`src/rtl/muldiv_sequencer.sv`:
```
// Iterative signed multiply (radix-2 Booth) / divide (restoring) unit with its sequencing FSM.
// state | meaning: IDLE wait for start; MULT Booth step; DIV restoring step; FIX sign correction; DONE result pulse
module muldiv_sequencer #(
   parameter int WIDTH = 32
) (
   input  logic             clk,
   input  logic             reset,
   input  logic             start,
   input  logic             op,
   input  logic [WIDTH-1:0] src_a,
   input  logic [WIDTH-1:0] src_b,
   output logic             busy,
   output logic             done,
   output logic             hilo_write,
   output logic             div_zero,
   output logic [WIDTH-1:0] hi,
   output logic [WIDTH-1:0] lo
);

   localparam int CW = $clog2(WIDTH + 1);

   typedef enum logic [2:0] {
      S_IDLE,
      S_MULT,
      S_DIV,
      S_FIX,
      S_DONE
   } state_t;

   state_t               r_state;
   logic [CW-1:0]        r_cnt;
   logic [WIDTH-1:0]     r_mcand;
   logic [2*WIDTH-1:0]   r_prod;
   logic                 r_booth;
   logic [WIDTH-1:0]     r_divisor;
   logic [WIDTH-1:0]     r_rem;
   logic [WIDTH-1:0]     r_quo;
   logic                 r_sign_a;
   logic                 r_sign_b;
   logic [WIDTH-1:0]     r_hi;
   logic [WIDTH-1:0]     r_lo;
   logic                 r_done;
   logic                 r_hilo_write;
   logic                 r_div_zero;

   logic [CW-1:0]        w_cnt_dec;
   logic [WIDTH:0]       w_upper;
   logic [WIDTH:0]       w_mcand_x;
   logic [WIDTH:0]       w_booth_sum;
   logic [2*WIDTH-1:0]   w_prod_next;
   logic [WIDTH:0]       w_shift;
   logic                 w_trial_ok;
   logic [WIDTH-1:0]     w_rem_next;
   logic [WIDTH-1:0]     w_quo_next;
   logic [WIDTH-1:0]     w_abs_a;
   logic [WIDTH-1:0]     w_abs_b;
   logic [WIDTH-1:0]     w_quo_fix;
   logic [WIDTH-1:0]     w_rem_fix;

   assign w_cnt_dec = r_cnt - CW'(1);

   // Upper half is sign-extended by one bit so the add/sub cannot overflow before the shift.
   assign w_upper   = {r_prod[2*WIDTH-1], r_prod[2*WIDTH-1:WIDTH]};
   assign w_mcand_x = {r_mcand[WIDTH-1], r_mcand};

   always_comb begin
      w_booth_sum = w_upper;
      case ({r_prod[0], r_booth})
         2'b01:   w_booth_sum = w_upper + w_mcand_x;
         2'b10:   w_booth_sum = w_upper - w_mcand_x;
         default: w_booth_sum = w_upper;
      endcase
   end

   assign w_prod_next = {w_booth_sum, r_prod[WIDTH-1:1]};

   // The dividend magnitude sits in r_quo and shifts into the remainder one bit per step.
   assign w_shift    = {r_rem, r_quo[WIDTH-1]};
   assign w_trial_ok = (w_shift >= {1'b0, r_divisor});
   assign w_rem_next = w_trial_ok ? WIDTH'(w_shift - {1'b0, r_divisor}) : WIDTH'(w_shift);
   assign w_quo_next = {r_quo[WIDTH-2:0], w_trial_ok};

   assign w_abs_a = src_a[WIDTH-1] ? (~src_a + 1'b1) : src_a;
   assign w_abs_b = src_b[WIDTH-1] ? (~src_b + 1'b1) : src_b;

   assign w_quo_fix = (r_sign_a ^ r_sign_b) ? (~r_quo + 1'b1) : r_quo;
   assign w_rem_fix = r_sign_a ? (~r_rem + 1'b1) : r_rem;

   always_ff @(posedge clk or negedge reset) begin
      if (!reset) begin
         r_state      <= S_IDLE;
         r_cnt        <= '0;
         r_mcand      <= '0;
         r_prod       <= '0;
         r_booth      <= 1'b0;
         r_divisor    <= '0;
         r_rem        <= '0;
         r_quo        <= '0;
         r_sign_a     <= 1'b0;
         r_sign_b     <= 1'b0;
         r_hi         <= '0;
         r_lo         <= '0;
         r_done       <= 1'b0;
         r_hilo_write <= 1'b0;
         r_div_zero   <= 1'b0;
      end else begin
         r_done       <= 1'b0;
         r_hilo_write <= 1'b0;
         r_div_zero   <= 1'b0;
         case (r_state)
            S_IDLE: begin
               if (start) begin
                  if (!op) begin
                     r_mcand <= src_a;
                     r_prod  <= {{WIDTH{1'b0}}, src_b};
                     r_booth <= 1'b0;
                     r_cnt   <= CW'(WIDTH);
                     r_state <= S_MULT;
                  end else if (src_b != '0) begin
                     r_divisor <= w_abs_b;
                     r_quo     <= w_abs_a;
                     r_rem     <= '0;
                     r_sign_a  <= src_a[WIDTH-1];
                     r_sign_b  <= src_b[WIDTH-1];
                     r_cnt     <= CW'(WIDTH);
                     r_state   <= S_DIV;
                  end else begin
                     r_done     <= 1'b1;
                     r_div_zero <= 1'b1;
                     r_state    <= S_DONE;
                  end
               end
            end
            S_MULT: begin
               r_prod  <= w_prod_next;
               r_booth <= r_prod[0];
               r_cnt   <= w_cnt_dec;
               if (w_cnt_dec == '0) begin
                  r_hi         <= w_prod_next[2*WIDTH-1:WIDTH];
                  r_lo         <= w_prod_next[WIDTH-1:0];
                  r_done       <= 1'b1;
                  r_hilo_write <= 1'b1;
                  r_state      <= S_DONE;
               end
            end
            S_DIV: begin
               r_rem <= w_rem_next;
               r_quo <= w_quo_next;
               r_cnt <= w_cnt_dec;
               if (w_cnt_dec == '0) begin
                  r_state <= S_FIX;
               end
            end
            S_FIX: begin
               r_hi         <= w_rem_fix;
               r_lo         <= w_quo_fix;
               r_done       <= 1'b1;
               r_hilo_write <= 1'b1;
               r_state      <= S_DONE;
            end
            S_DONE: begin
               r_state <= S_IDLE;
            end
            default: begin
               r_state <= S_IDLE;
            end
         endcase
      end
   end

   assign busy       = (r_state != S_IDLE);
   assign done       = r_done;
   assign hilo_write = r_hilo_write;
   assign div_zero   = r_div_zero;
   assign hi         = r_hi;
   assign lo         = r_lo;

endmodule
```
`config.mk`:
```
export PLATFORM = sky130hd
export DESIGN_NAME = muldiv_sequencer
export DESIGN_NICKNAME = d
export VERILOG_FILES = /design/src/rtl/muldiv_sequencer.sv
export SDC_FILE = /design/constraint.sdc
export NUM_CORES = 1
export LEC_CHECK = 0
export CAP_MARGIN = 15
export CORE_MARGIN = 10
export CORE_UTILIZATION = 50
export CTS_CLUSTER_DIAMETER = 100
export CTS_CLUSTER_SIZE = 28
export DETAILED_ROUTE_END_ITERATION = 16
export GPL_TIMING_DRIVEN = 0
export PLACE_DENSITY = 0.77
export RECOVER_POWER = 100
export SYNTH_ARGS = -nofsm -noshare
export SYNTH_HDL_FRONTEND = slang
export SYNTH_SLANG_ARGS = --single-unit
```
`constraint.sdc`:
```
create_clock -name clk -period 4.15 [get_ports clk]
set_input_delay 0.6225 -clock clk [delete_from_list [all_inputs] [get_ports clk]]
set_output_delay 0.6225 -clock clk [all_outputs]
set_load 0.02 [all_outputs]
```
==> results of run 1 <==
registers in the layout (all words and copies together) (netlist names):
name        count
r_sign_b        1
r_divisor      32
r_booth         1
hi             32
r_mcand        32
r_cnt           6
r_sign_a        1
r_quo          32
hilo_write      1
done            1
r_rem          32
lo             32
div_zero        1
r_prod         64
r_state         3
routing by layer:
metal	global-route usage, %	share of wire (%)
met5	0	0
met4	9.291	3.4
met3	5.074	7.6
met2	43.44	47
met1	35.15	42
power breakdown:
part / switching (mW) / internal (mW) / leakage, nW
Combinational: 8.74 / 6.31 / 5.72
Clock: 0.942 / 0.698 / 0.214
Sequential: 1.53 / 3.89 / 3.36
placed cells by master, fill, tap and decap left out, types with 33 or more instances in the layout:
cell type / instances
nor2_1: 157
o21ai_0: 204
dfrtp_1: 268
a31oi_1: 51
xnor2_1: 109
mux2_2: 36
nand2_1: 281
a21o_1: 33
clkdlybuf4s50_1: 66
dlygate4sd3_1: 68
a21oi_1: 128
nand3_1: 55
ha_1: 63
o31ai_1: 36
mux2i_1: 69
inv_1: 77
o21ai_1: 41
clkbuf_1: 83
xor2_1: 79
nor3_1: 34
worst max-delay path: stages, from the launching register on:
cell and delay, ns:
dfrtp_2 0.43, or4_4 0.56, nor4_4 0.17, nand3b_1 0.20
nor3_2 0.24, nor2_2 0.10, xnor2_4 0.28, ha_4 0.27
a21oi_4 0.15, o21bai_1 0.09, a21o_1 0.20, a221o_1 0.38
a41oi_4 0.25, o211ai_1 0.16, a31o_1 0.23, a311oi_4 0.26
mux2i_1 0.16, a311o_1 0.28
timing repair:
item | 4_1_cts | 5_1_grt
cloned | 0 | 0
pin swaps | 14 | 18
resized for setup | 50 | 61
setup buffers | 17 | 12
endpoints found under the setup margin | 40 | 59
cells by family (layout without fill, tap and decap cells):
group           count (synthesis)  after routing
flops                         271            271
xor+xnor                      202            202
fa+ha+maj                      74             74
simple gates                  663            663
mux                           105            105
compound gates                634            634
buf+inv                       193            377
per-stage QoR:
stage | hold slack [ns] | power, mW
6_report | 0.5223 | 22.11
3_3_place_gp | 0.4894 | 18.67
2_1_floorplan | 0.3269 | 14.75
3_5_place_dp | 0.4966 | 18.96
5_1_grt | 0.5564 | 23.65
4_1_cts | 0.09194 | 21.39
final timing paths:
path                       startpoint    endpoint  slack, ns  cells after the start
max                        r_mcand[7]      hi[31]      -0.36                     17
min in group asynchronous       reset      lo[20]       0.65                      1
min reg2reg                r_prod[32]  r_prod[32]       0.52                      2
min                        r_prod[32]  r_prod[32]       0.52                      2
max reg2reg                r_mcand[7]      hi[31]      -0.36                     17
max in group asynchronous       reset  r_prod[39]       0.62                      3
cells in the mapped netlist (all sizes together) (20+ instances only):
library cell    n
mux2i          69
a31oi          53
nor3           37
inv            81
a21o           33
ha             72
nand3          55
xnor2         123
dfrtp         271
or4            20
buf            23
a21oi         140
o31ai          39
clkbuf         89
nor2          161
nand2         282
xor2           79
mux2           36
o21ai         249
layout make-up:
cell class                 count  share of cell area [%]
timing repair buffer         166                   7.470
sequential                   271                   31.65
multi-input combinational   1678                   52.46
buffer                       110                   2.288
inverter                      81                   1.418
clock inverter                 4                  0.2101
tap                          461                   2.690
clock buffer                  16                   1.815
==> results.toml, run 1 <==
[power]
vdd.ir_drop.worst_v = 0.0005244
power_per_cell_area_nw_per_um2 = 1031
p_leak_nw = 9.289

[final_layout]
final_nets = 2464
post-route-util_pct = 59.84
fin_area_um2 = 21440
multi_input_area_um2 = 11250
fillers = 3134
diodes = 0
drive_gt1_share_pct = 8.641
regArea_um2 = 6785
finalNonFillerCells = 2787
areaGrowthSynthToFinish_pct = 17.35

[clocking]
htreeDepth = 1
cts-root-buf = "clkbuf_16"
postCtsHoldBufs = 0
cts_tree = "built"
clockBufferDepth = 3
numCtsBuffers = 14
clock-sinks = 271
clkTransAtPathRegs_ns = 0.11
clk_latency_ns = 0.52

[floorplanning]
rows = 69
initial_utilization_pct = 50.99
core_area_um2 = 35830
ios = 136
dieArea_um2 = 44590
die_w_um = 211.2
die_h_um = 211.2

[job]
drv_cap = 1

[sta]
fin_crit_sh_pct = 108.6
fin_crit_ns = 4.507
setup_ws_ns = -0.3565
fin_setup_tns_ns = -2.525
hold_viol_final = 0
slew_viol_final = 80
rsz0062_at_grt = "true"
finalSetupViolCount = 18
slew_headroom_pct = -36.13
clock_skew_ns = 0.02252
tightestPinTransition_ns = 2.042
fmax_mhz = 221.9

[global_route]
track_usage_pct = 26.80
antenna_found_initial = 0
grt_max_degree = 100
grt_pass1_vias = 16350
grt_pass1_wl_mm = 94.47
grt_overflow_total = 0

[yosys]
synth_fp_nets = 2284
syn_inst = 2142
yosys_register_bits = 271
synth_area_leader_cell = "dfrtp_1"
synthArstFlopShare_pct = 100.0
synth_compound_area_share_pct = 21.15
synth_fa_ha_area_share_pct = 5.150
synth_area_leaders = "dfrtp_1 37%, xnor2_1 5.9%, o21ai_0 5.9%"
synth_mux_area_share_pct = 5.999
synth_edf_count = 0
synthSimpleGateAreaFrac_pct = 16.55
yosysTopAreaCellShare_pct = 37.12
synthesis.area_um2 = 18270
synthXorXnorAreaFrac_pct = 9.684
yosysSeqAreaShare_pct = 37.12
ys_warn_count = 0
synth_cell_types = 74
syn_avg_cell_area_um2 = 8.529
ys.flop_type = "dfrtp_1"
synth_top_family_by_area = "compound AO/OA/AOI/OAI gates"

[place]
hpwl_mm = 48.33
place_ws_ns = -1.239
place_area_um2 = 20270
gp_congestion = 0.9807
place_inst = 2740
io_buffers = 135

[detailed_routing]
drtIter0Drc = 1653
drcViolationCount = 0
totalWireLength_mm = 61.91
wl_per_cell_um = 22.22
firstDrtPassIters = 6
vias = 17080
drtAntennaViolNets = 0
viasPerCell = 6.130

[status]
outcome = "finished, violations left"
violations = "capacitance limit, slew limit, setup timing"

[worst_setup_path]
crit_type = "register to register"
arrival_ns = 4.92
path_max_fanout = 3
worstPathRequired_ns = 4.56
worstSetupStartpointType = "register"
setup.worst_path.end_class = "register"

[worst_hold_path]
hold_class = "register to register"
Power figures use the tool's default switching activity.
==> inputs of run 2 (changes only) <==
--- a/config.mk
+++ b/config.mk
@@ -12,6 +12,7 @@
 export CTS_CLUSTER_SIZE = 28
 export DETAILED_ROUTE_END_ITERATION = 16
 export GPL_TIMING_DRIVEN = 0
+export MAX_ROUTING_LAYER = met4
 export PLACE_DENSITY = 0.77
 export RECOVER_POWER = 100
 export SYNTH_ARGS = -nofsm -noshare
==> constraint.sdc (replaced) <==
create_clock -name clk -period 4.1 [get_ports clk]
set_input_delay 0.615 -clock clk [delete_from_list [all_inputs] [get_ports clk]]
set_output_delay 0.615 -clock clk [all_outputs]
set_load 0.02 [all_outputs]
==> results.toml, run 2 (synthesized netlist as in run 1, its figures left out) <==
[clocking]
clockBufferDepth = 3
postCtsHoldBufs = 0
numCtsBuffers = 14
cts-root-buf = "clkbuf_16"
clkTransAtPathRegs_ns = 0.11
clk_latency_ns = 0.51
cts_tree = "built"
htreeDepth = 1
clock-sinks = 271

[final_layout]
regMostFlops = "r_prod"
fillers = 3083
final_common_cell = "nand2_1"
diodes = 0
final_nets = 2480
areaGrowthSynthToFinish_pct = 18.56
drive_gt1_share_pct = 10.03
multi_input_area_um2 = 11320
finalNonFillerCells = 2804
regArea_um2 = 6785
post-route-util_pct = 60.46
final_cell_mix = "280 x nand2_1, 268 x dfrtp_1, 202 x o21ai_0, 157 x nor2_1, 126 x a21oi_1"
largest_reg_flops = 64

[status]
outcome = "finished, violations left"
violations = "capacitance limit, slew limit, setup timing"

[global_route]
grt_overflow_total = 0
antenna_found_initial = 1
track_usage_pct = 28.34
grt_max_degree = 121
grt_pass1_wl_mm = 97.23
grt_pass1_vias = 16830

[worst_setup_path]
startpoint = "r_mcand[7]"
arrival_ns = 4.94
worstPathRequired_ns = 4.50
rrSetupSlack_ns = -0.44
cpPeakStageDelay_ns = 0.58
regToRegStartpoint = "r_mcand[7]"
cp_slowest_cell = "or4_4"
crit_chain = "or4_4 > nor4_4 > buf_4 > and3_4 > a31oi_1 > xnor2_1 > ha_1 > nand2_1 > nor2_1 > a221o_1 > a41oi_4 > o211ai_1 > a31o_1 > a311oi_2 > mux2i_1 > a311o_1"
path_max_fanout = 5
ff2ff_path_depth = 16
worstSetupStartpointType = "register"
crit_buf_inv = 1
worst-path-stages = 16
cp-endpoint = "hi[31]"
crit_type = "register to register"
setup.worst_path.end_class = "register"
cp_top_family = "compound AO/OA/AOI/OAI gates"
r2r_end = "hi[31]"

[detailed_routing]
totalWireLength_mm = 63.08
wl_per_cell_um = 22.50
drtAntennaViolNets = 0
vias = 17240
viasPerCell = 6.148
drtIter0Drc = 1657
drcViolationCount = 0
firstDrtPassIters = 6

[sta]
setup_ws_ns = -0.4448
finalSetupViolCount = 18
rsz0062_at_grt = "true"
whs_ns = 0.5252
fmax_mhz = 220.0
slew_viol_final = 154
clock_skew_ns = 0.01506
hold_viol_final = 0
fin_crit_sh_pct = 110.8
slew_headroom_pct = -42.20
fin_crit_ns = 4.545
tightestPinTransition_ns = 2.133

[job]
drv_cap = 2

[floorplanning]
core_area_um2 = 35830
die_w_um = 211.2
dieArea_um2 = 44590
initial_utilization_pct = 50.99
ios = 136
die_h_um = 211.2
rows = 69

[place]
io_buffers = 135
hpwl_mm = 49.23
place_inst = 2740
gp_congestion = 0.9817
place_ws_ns = -1.573

[worst_hold_path]
hold_class = "register to register"
[run 2: final cells by class]
cell class                      count  area share (%)
Buffer                            110           2.276
Clock buffer                       15           1.733
Clock inverter                      6          0.2311
Inverter                           81           1.404
Multi-Input combinational cell   1678           52.28
Sequential cell                   271           31.33
Tap cell                          461           2.663
Timing Repair Buffer              182           8.087
[run 2: through the flow]
| stage | setup TNS (ns) | area, µm² |
|---|---|---|
| 6_report | -3.402 | 21660 |
| 5_1_grt | -32.33 | 21660 |
| 4_1_cts | -2.088 | 21230 |
| 3_5_place_dp | -35.64 | 20270 |
| 3_3_place_gp | -2522.59 | 20210 |
| 2_1_floorplan | -0.03989 | 18280 |
[run 2: what timing repair did]
action / CTS / global route
buffers inserted: 21 / 25
resized for setup: 77 / 60
pin swaps: 27 / 31
endpoints found under the hold margin: 0 / 0
endpoints found under the setup margin: 50 / 59
cloned: 0 / 0
[run 2: layer usage]
| layer | vias up | routed length [µm] | GRT usage (%) | part of all wire, % |
|---|---|---|---|---|
| li1 | 8005 | - | - | - |
| met1 | 8413 | 27370 | 37.48 | 43 |
| met2 | 703 | 29500 | 45.14 | 47 |
| met3 | 119 | 3714 | 2.211 | 5.9 |
| met4 | 0 | 2484 | 9.715 | 3.9 |
| met5 | - | 0 | - | 0 |
[run 2: worst register-to-register path, cell delays in order, from the launching register on]
cell,delay [ns]
dfrtp_1,0.40
or4_4,0.58
nor4_4,0.17
buf_4,0.16
and3_4,0.22
a31oi_1,0.12
xnor2_1,0.46
ha_1,0.40
nand2_1,0.09
nor2_1,0.07
a221o_1,0.36
a41oi_4,0.23
o211ai_1,0.19
a31o_1,0.24
a311oi_2,0.30
mux2i_1,0.16
a311o_1,0.29
[run 2: worst min-delay path by stage]
stage	cells after the start	start	endpoint	slack, ns
after detailed placement	2	r_prod[32]	r_prod[32]	0.50
after global placement	2	r_prod[16]	r_prod[15]	0.49
after global routing	1	r_state[2]	r_state[0]	0.55
final	2	r_prod[21]	r_prod[20]	0.53
after floorplan	0	reset	div_zero	0.32
after CTS	1	reset	lo[18]	0.11
Power of run 2 is not shown: default switching activity piles up to over one toggle a cycle in this logic, so the estimate is an artifact.
